File: src/rtl/note_display_sequencer_pkg.sv
// Shared scan codes, state encodings and helpers for the note display sequencer.
package note_seq_pkg;

   localparam logic [7:0] NOTE_C   = 8'h23;
   localparam logic [7:0] NOTE_D   = 8'h2D;
   localparam logic [7:0] NOTE_E   = 8'h3A;
   localparam logic [7:0] NOTE_F   = 8'h2B;
   localparam logic [7:0] NOTE_G   = 8'h1B;
   localparam logic [7:0] NOTE_A   = 8'h4B;
   localparam logic [7:0] NOTE_B   = 8'h21;
   localparam logic [7:0] SC_ESC   = 8'h76;
   localparam logic [7:0] SC_BREAK = 8'hF0;
   localparam logic [7:0] SC_EXT   = 8'hE0;

   typedef enum logic [1:0] {
      DEC_IDLE,
      DEC_BRK,
      DEC_EXT,
      DEC_EXT_BRK
   } dec_state_t;

   typedef enum logic {
      D_IDLE,
      D_SHOW
   } disp_state_t;

   function automatic logic is_note(input logic [7:0] code);
      case (code)
         NOTE_C, NOTE_D, NOTE_E, NOTE_F, NOTE_G, NOTE_A, NOTE_B: return 1'b1;
         default:                                                return 1'b0;
      endcase
   endfunction

endpackage

File: src/rtl/note_display_sequencer_if.sv
// Keyboard byte stream in, vga scan code and status out.
interface note_display_sequencer_if #(
   parameter int DEPTH = 4
);
   import note_seq_pkg::*;

   logic [7:0]              rx_data;
   logic                    rx_valid;
   logic                    vsync;
   logic [7:0]              scan;
   logic [$clog2(DEPTH):0]  queue_count;
   logic                    overflow;
   logic                    showing;

   modport master (
      output rx_data, rx_valid, vsync,
      input  scan, queue_count, overflow, showing
   );

   modport slave (
      input  rx_data, rx_valid, vsync,
      output scan, queue_count, overflow, showing
   );

endinterface

File: src/rtl/note_display_sequencer_fifo.sv
// Synchronous FIFO for queued note codes; flush empties it in one cycle.
module note_fifo
   import note_seq_pkg::*;
#(
   parameter int DEPTH = 4,
   parameter int WIDTH = 8
) (
   input  logic                     clk_100MHz,
   input  logic                     reset,
   input  logic                     push,
   input  logic [WIDTH-1:0]         push_data,
   input  logic                     pop,
   input  logic                     flush,
   output logic [WIDTH-1:0]         pop_data,
   output logic [$clog2(DEPTH):0]   count,
   output logic                     full,
   output logic                     empty
);

   localparam int AW = $clog2(DEPTH);

   logic [WIDTH-1:0] mem [DEPTH];
   logic [AW-1:0]    wr_ptr;
   logic [AW-1:0]    rd_ptr;
   logic [AW:0]      count_q;
   logic             do_push;
   logic             do_pop;

   assign full     = (count_q == (AW+1)'(DEPTH));
   assign empty    = (count_q == '0);
   assign count    = count_q;
   assign pop_data = mem[rd_ptr];

   // A full queue still takes a push when the head leaves in the same cycle.
   assign do_pop  = pop & ~empty & ~flush;
   assign do_push = push & ~flush & (~full | do_pop);

   // Pointer and occupancy tracking.
   always_ff @(posedge clk_100MHz) begin
      if (reset || flush) begin
         wr_ptr  <= '0;
         rd_ptr  <= '0;
         count_q <= '0;
      end else begin
         if (do_push) wr_ptr <= wr_ptr + 1'b1;
         if (do_pop)  rd_ptr <= rd_ptr + 1'b1;
         case ({do_push, do_pop})
            2'b10:   count_q <= count_q + 1'b1;
            2'b01:   count_q <= count_q - 1'b1;
            default: count_q <= count_q;
         endcase
      end
   end

   // Storage array; contents are don't-care while the slot is unoccupied.
   always_ff @(posedge clk_100MHz) begin
      if (do_push) mem[wr_ptr] <= push_data;
   end

endmodule

File: src/rtl/note_display_sequencer.sv
// Decodes PS/2 scan codes into a note queue and steps the displayed note on frame boundaries.
//
// Decoder states:
//   DEC_IDLE    | waiting for a make code or prefix
//   DEC_BRK     | F0 seen, next byte is the released key
//   DEC_EXT     | E0 seen, extended key follows
//   DEC_EXT_BRK | E0 F0 seen, next byte is an ignored extended release
// Display states:
//   D_IDLE      | nothing held, waiting for a queued note at a frame tick
//   D_SHOW      | a note is on screen, counting frames
module note_display_sequencer
   import note_seq_pkg::*;
#(
   parameter int         DEPTH       = 4,
   parameter int         HOLD_FRAMES = 30,
   parameter logic [7:0] BLANK_CODE  = 8'h00
) (
   input  logic                  clk_100MHz,
   input  logic                  reset,
   note_display_sequencer_if.slave bus
);

   localparam int            CW       = $clog2(HOLD_FRAMES) + 1;
   localparam logic [CW-1:0] CNT_LAST = CW'(HOLD_FRAMES - 1);

   logic                    vsync_d;
   logic                    frame_tick;

   dec_state_t              dec_q, dec_d;
   logic [7:0]              held_q, held_d;
   logic                    esc_pending_q;
   logic                    esc_set;
   logic                    dec_push;

   disp_state_t             disp_q, disp_d;
   logic [7:0]              scan_q, scan_d;
   logic                    showing_q, showing_d;
   logic [CW-1:0]           cnt_q, cnt_d;
   logic                    overflow_q;
   logic                    esc_clr;

   logic                    fifo_push;
   logic                    fifo_pop;
   logic                    fifo_flush;
   logic [7:0]              fifo_head;
   logic [$clog2(DEPTH):0]  fifo_count;
   logic                    fifo_full;
   logic                    fifo_empty;

   assign frame_tick = bus.vsync & ~vsync_d;

   // Edge detector for the vga vsync.
   always_ff @(posedge clk_100MHz) begin
      if (reset) vsync_d <= 1'b0;
      else       vsync_d <= bus.vsync;
   end

   // Decoder next state; only acts on received bytes.
   always_comb begin
      dec_d    = dec_q;
      held_d   = held_q;
      esc_set  = 1'b0;
      dec_push = 1'b0;
      if (bus.rx_valid) begin
         case (dec_q)
            DEC_IDLE: begin
               if (bus.rx_data == SC_BREAK) begin
                  dec_d = DEC_BRK;
               end else if (bus.rx_data == SC_EXT) begin
                  dec_d = DEC_EXT;
               end else if (is_note(bus.rx_data)) begin
                  // A repeat of the still-held key is typematic, not a new press.
                  dec_push = (bus.rx_data != held_q);
                  held_d   = bus.rx_data;
               end else if (bus.rx_data == SC_ESC) begin
                  esc_set = 1'b1;
               end
            end
            DEC_BRK: begin
               if (bus.rx_data == held_q) held_d = 8'h00;
               dec_d = DEC_IDLE;
            end
            DEC_EXT: begin
               dec_d = (bus.rx_data == SC_BREAK) ? DEC_EXT_BRK : DEC_IDLE;
            end
            default: dec_d = DEC_IDLE;
         endcase
      end
   end

   // Decoder registers and the pending escape request.
   always_ff @(posedge clk_100MHz) begin
      if (reset) begin
         dec_q         <= DEC_IDLE;
         held_q        <= 8'h00;
         esc_pending_q <= 1'b0;
      end else begin
         dec_q  <= dec_d;
         held_q <= held_d;
         if (esc_set)      esc_pending_q <= 1'b1;
         else if (esc_clr) esc_pending_q <= 1'b0;
      end
   end

   // Display next state; evaluated only on frame ticks so the glyph never tears.
   always_comb begin
      disp_d     = disp_q;
      scan_d     = scan_q;
      showing_d  = showing_q;
      cnt_d      = cnt_q;
      fifo_pop   = 1'b0;
      fifo_flush = 1'b0;
      esc_clr    = 1'b0;
      if (frame_tick) begin
         if (esc_pending_q) begin
            fifo_flush = 1'b1;
            esc_clr    = 1'b1;
            scan_d     = SC_ESC;
            showing_d  = 1'b0;
            disp_d     = D_IDLE;
         end else begin
            case (disp_q)
               D_IDLE: begin
                  if (!fifo_empty) begin
                     fifo_pop  = 1'b1;
                     scan_d    = fifo_head;
                     cnt_d     = '0;
                     showing_d = 1'b1;
                     disp_d    = D_SHOW;
                  end
               end
               default: begin
                  if (cnt_q < CNT_LAST) begin
                     cnt_d = cnt_q + 1'b1;
                  end else if (!fifo_empty) begin
                     fifo_pop = 1'b1;
                     scan_d   = fifo_head;
                     cnt_d    = '0;
                  end else begin
                     scan_d    = BLANK_CODE;
                     showing_d = 1'b0;
                     disp_d    = D_IDLE;
                  end
               end
            endcase
         end
      end
   end

   // Display registers.
   always_ff @(posedge clk_100MHz) begin
      if (reset) begin
         disp_q    <= D_IDLE;
         scan_q    <= BLANK_CODE;
         showing_q <= 1'b0;
         cnt_q     <= '0;
      end else begin
         disp_q    <= disp_d;
         scan_q    <= scan_d;
         showing_q <= showing_d;
         cnt_q     <= cnt_d;
      end
   end

   // A flush in the same cycle swallows the new note.
   assign fifo_push = dec_push & ~fifo_flush;

   // Sticky drop flag, cleared only by escape.
   always_ff @(posedge clk_100MHz) begin
      if (reset)                                      overflow_q <= 1'b0;
      else if (esc_clr)                               overflow_q <= 1'b0;
      else if (fifo_push && fifo_full && !fifo_pop)   overflow_q <= 1'b1;
   end

   note_fifo #(
      .DEPTH (DEPTH),
      .WIDTH (8)
   ) u_fifo (
      .clk_100MHz (clk_100MHz),
      .reset      (reset),
      .push       (fifo_push),
      .push_data  (bus.rx_data),
      .pop        (fifo_pop),
      .flush      (fifo_flush),
      .pop_data   (fifo_head),
      .count      (fifo_count),
      .full       (fifo_full),
      .empty      (fifo_empty)
   );

   assign bus.scan        = scan_q;
   assign bus.showing     = showing_q;
   assign bus.overflow    = overflow_q;
   assign bus.queue_count = fifo_count;

endmodule
File: src/flat_wrapper.sv
// flat-port wrapper written by rule: the top's interface ports become plain ports
module note_display_sequencer_flat import note_seq_pkg::*;
#(
   parameter int         DEPTH       = 4,
   parameter int         HOLD_FRAMES = 30,
   parameter logic [7:0] BLANK_CODE  = 8'h00
)
  (clk_100MHz, reset, bus_rx_data, bus_rx_valid, bus_vsync, bus_scan, bus_queue_count, bus_overflow, bus_showing);
  note_display_sequencer_if #(.DEPTH(DEPTH)) bus_i ();
  input  logic clk_100MHz;
  input  logic reset;
  input wire logic [$bits(bus_i.rx_data)-1:0] bus_rx_data;
  input wire logic [$bits(bus_i.rx_valid)-1:0] bus_rx_valid;
  input wire logic [$bits(bus_i.vsync)-1:0] bus_vsync;
  output wire logic [$bits(bus_i.scan)-1:0] bus_scan;
  output wire logic [$bits(bus_i.queue_count)-1:0] bus_queue_count;
  output wire logic [$bits(bus_i.overflow)-1:0] bus_overflow;
  output wire logic [$bits(bus_i.showing)-1:0] bus_showing;
  assign bus_i.rx_data = bus_rx_data;
  assign bus_i.rx_valid = bus_rx_valid;
  assign bus_i.vsync = bus_vsync;
  assign bus_scan = bus_i.scan;
  assign bus_queue_count = bus_i.queue_count;
  assign bus_overflow = bus_i.overflow;
  assign bus_showing = bus_i.showing;
  note_display_sequencer #(.DEPTH(DEPTH), .HOLD_FRAMES(HOLD_FRAMES), .BLANK_CODE(BLANK_CODE)) u_core (.clk_100MHz(clk_100MHz), .reset(reset), .bus(bus_i));
endmodule
File: config.mk
export PLATFORM = sky130hd
export DESIGN_NAME = note_display_sequencer_flat
export DESIGN_NICKNAME = d
export VERILOG_FILES = /design/src/rtl/note_display_sequencer_pkg.sv /design/src/rtl/note_display_sequencer_if.sv /design/src/rtl/note_display_sequencer_fifo.sv /design/src/rtl/note_display_sequencer.sv /design/src/flat_wrapper.sv
export SDC_FILE = /design/constraint.sdc
export NUM_CORES = 1
export LEC_CHECK = 0
export CORE_MARGIN = 2
export CORE_UTILIZATION = 62
export DETAILED_ROUTE_END_ITERATION = 8
export GPL_ROUTABILITY_DRIVEN = 0
export HOLD_SLACK_MARGIN = 0.05
export PLACE_DENSITY = 0.84
export SLEW_MARGIN = 20
export SYNTH_ARGS = -nofsm -noshare
export SYNTH_HDL_FRONTEND = slang
export SYNTH_SLANG_ARGS = --single-unit
File: constraint.sdc
create_clock -name clk_100MHz -period 3.9 [get_ports clk_100MHz]
set_clock_uncertainty 0.15 [all_clocks]
set_input_delay 0.585 -clock clk_100MHz [delete_from_list [all_inputs] [get_ports clk_100MHz]]
set_output_delay 0.585 -clock clk_100MHz [all_outputs]
set_load 0.005 [all_outputs]
==> impl_metrics.csv, run 1 <==
group,metric,value,unit
timing,report.final.slew_viol_count,0,
synth,yosysWarnings,0,
clocking,clockBufferDepth,2,
route,drt-vias-per-instance,5.865,
min_path,hold_depth,2,
route,firstDrtPassIters,4,
clocking,clock_sinks,70,
placed_design,place_area,3532,sq um
timing,post-route-min-period,3.433,ns
worst_setup_path,cp-end-kind,"flop",
timing,worst_pin_slew,0.7192,ns
route,vias,2217,
worst_setup_path,crit_required,3.98,ns
worst_setup_path,path_class,"in2reg",
placed_design,pre_cts_ws,0.2530,ns
synth,synth_top_flop_cell,"dfxtp_1",
global_routing,gr-total-overflow,0,
die,start_util,64.01,%
route,finalWirelength,6.100,mm
worst_setup_path,cp_max_fo,13,
synth,synth_cells,280,
power_and_ir_drop,power.density,389.2,nW/um^2
synth,synth_top_cell_by_area,"edfxtp_1",
layout,drive_above_1_share,13.31,%
die,die-height,76.62,um
route,wl_met3,319,um
synth,synth_area_leaders,"edfxtp_1 29%, dfxtp_1 23%, mux4_2 5.5%, nor2_1 3.4%, mux2i_1 3.4%",
placed_design,hpwl,4.277,mm
min_path,holdPathEnd,"u_core.bus.overflow",
route,antenna_left,0,
min_path,hold_start,"u_core.bus.overflow",
route,route.detailed.drc,0,
timing,fmax,0.2913,GHz
timing,slew_headroom,51.88,%
power_and_ir_drop,p_total,1.448,mW
global_routing,antenna_found_initial,0,
timing,setup_viol,0,
route,wl_met1,2.607,mm
clocking,clkTransAtPathRegs,0.08,ns
synth,ys_ff_latch,70,
synth,async_reset_ff_share,0,%
worst_setup_path,r2r_end,"u_core.u_fifo.count[1]",
synth,synth_area,3269,sq um
flow_run,drv_cap,0,
worst_setup_path,crit_arrival,3.51,ns
route,wl_per_cell,16.14,um
route,drt_iter0_markers,195,
synth,syn_avg_cell_area,11.68,sq um
synth,ys_seq_area_share,52.66,%
synth,synth_top_area_share,29.39,%
clocking,clk_latency,0.34,ns
worst_setup_path,reg2reg_depth,9,
clocking,post_cts_buffers,0,
timing,setup_tns,0,ns
die,core,5107,sq um
min_path,min_path_type,"reg2reg",
route,highest_layer,"met4",
synth,ys_types,49,
clocking,cts_tree,"done",
layout,final_nets,322,
power_and_ir_drop,irDropWorstVdd,0.2498,mV
timing,fin_crit_sh,88.02,%
clocking,cts_resized,0,
die,die_width,76.62,um
layout,antenna_cells,0,
clocking,clock-root-buffer,"clkbuf_8",
worst_setup_path,start_kind,"input pin",
layout,fin_util,72.86,%
route,wl_met2,3.056,mm
synth,synth-edff-count,32,
die,io_pins,25,
timing,setup_ws,0.4671,ns
die,row_count,26,
synth,syn-num-nets,299,
global_routing,grt_pass1_wl,10.52,mm
worst_setup_path,rr_startpoint,"u_core.cnt_q[0]",
clocking,htree_levels,3,
power_and_ir_drop,p_leak,1.296,nW
global_routing,grtUsageTotal,23.09,%
run_status,outcome,"completed",
layout,finish.instance_area,3721,sq um
die,dieArea,5870,sq um
layout,multi_input_area,1449,sq um
timing,grt_setup_unrepaired,"no",
placed_design,numPortBuffers,24,
layout,areaGrowthSynthToFinish,13.82,%
clocking,cts_buffers,9,
clocking,hold_buffers,0,
worst_setup_path,rrSetupSlack,0.98,ns
layout,final-instance-count-excl-fill,378,
placed_design,dp.cells,362,
layout,seqCellArea,1722,sq um
timing,final_hold_viol_count,0,
global_routing,grt_pass1_vias,2228,
timing,timing.hold.ws,0.3267,ns
layout,fillers,374,
global_routing,grt_start_max_net_pins,21,
logic make-up (layout without fill, tap and decap cells):
kind of cell,count (synthesis),in the layout,share of synthesized area (%)
flip-flops,70,70,52.66
AO/OA/AOI/OAI,43,43,8.611
XOR/XNOR,13,13,3.942
AND/OR/NAND/NOR,109,109,19.98
buffers and inverters,19,47,3.023
adder cells (fa/ha/maj),7,7,2.908
multiplexers,19,19,8.879
Yosys cell counts, types with 3 or more instances:
cell	instances
nand3_1	6
nand4_1	3
and2_2	5
mux2i_1	11
nand3b_1	8
nand2_1	13
edfxtp_1	32
a22oi_1	3
dfxtp_1	38
a211oi_1	5
ha_1	6
xor2_1	9
mux4_2	8
and3_1	3
a21oi_1	21
buf_2	4
clkbuf_1	6
inv_1	5
nand2b_1	13
nand4b_1	3
nor3_1	5
o21ai_0	7
nor2_1	30
layout make-up:
cell class	count	area share, %
sequential	70	46.27
multi-input combinational	191	38.94
timing repair buffer	26	6.859
clock buffer	9	3.329
tap	70	2.354
clock inverter	7	1.748
inverter	5	0.5044
flip-flops by register name (all words and copies together), names as in the netlist, named ones only:
signal,count
u_core.u_fifo.rd_ptr,2
u_core.bus.scan,8
u_core.bus.overflow,1
u_core.vsync_d,1
u_core.dec_q,2
u_core.held_q,8
u_core.esc_pending_q,1
u_core.cnt_q,6
u_core.disp_q,1
u_core.u_fifo.wr_ptr,2
u_core.bus.showing,1
u_core.u_fifo.mem,32
u_core.u_fifo.count,3
critical path, stage by stage:
cell and delay (ns):
clkdlybuf4s50_1 0.65, nor4b_1 0.62, nand4_1 0.21, o211ai_1 0.25, a21oi_1 0.22, fa_1 0.48, and4_1 0.15, or3_1 0.35
power breakdown:
part | internal (mW) | switching (mW)
clock | 0.289 | 0.270
sequential | 0.775 | 0.00767
combinational | 0.0487 | 0.0578
total | 1.11 | 0.336
per-layer routing:
layer  vias up  track usage (%)
li1       1065                -
met1      1061            29.13
met2        81            37.35
met3        10            4.147
met4         0            13.64
met5         -                0
cells in the final DEF (no fill, tap or decap), types with 3 or more instances in the layout:
cell and n:
nor3_1 5, mux2i_1 11, nand4_1 3, a211oi_1 5, and3_1 3, nand2b_1 13
a22oi_1 3, nand3b_1 8, mux4_2 8, clkbuf_8 9, and2_2 5, dfxtp_1 38
nor2_1 30, clkdlybuf4s50_1 24, a21oi_1 21, nand4b_1 3, nand2_1 13, o21ai_0 7
xor2_1 9, nand3_1 6, ha_1 6, clkinvlp_4 3, inv_1 5, edfxtp_1 32
worst max path at each step:
stage                    from                      to  slack (ns)  cells past startpoint
6_report       bus_rx_data[4]  u_core.u_fifo.count[1]        0.47                      8
5_1_grt        bus_rx_data[4]  u_core.u_fifo.count[1]        0.26                      8
4_1_cts        bus_rx_data[4]  u_core.u_fifo.count[1]        0.54                      8
3_5_place_dp   bus_rx_data[4]  u_core.u_fifo.count[1]        0.25                      8
3_3_place_gp   bus_rx_data[0]  u_core.u_fifo.count[1]        0.35                      8
2_1_floorplan  bus_rx_data[2]  u_core.u_fifo.count[1]        1.09                      8
No activity file was read; power rests on OpenSTA's default activity.
==> run 2: changes to the inputs <==
- SLEW_MARGIN: 20 -> unset
==> results of run 2 <==
Final layout, timing and power as in run 1 (identical DEF).
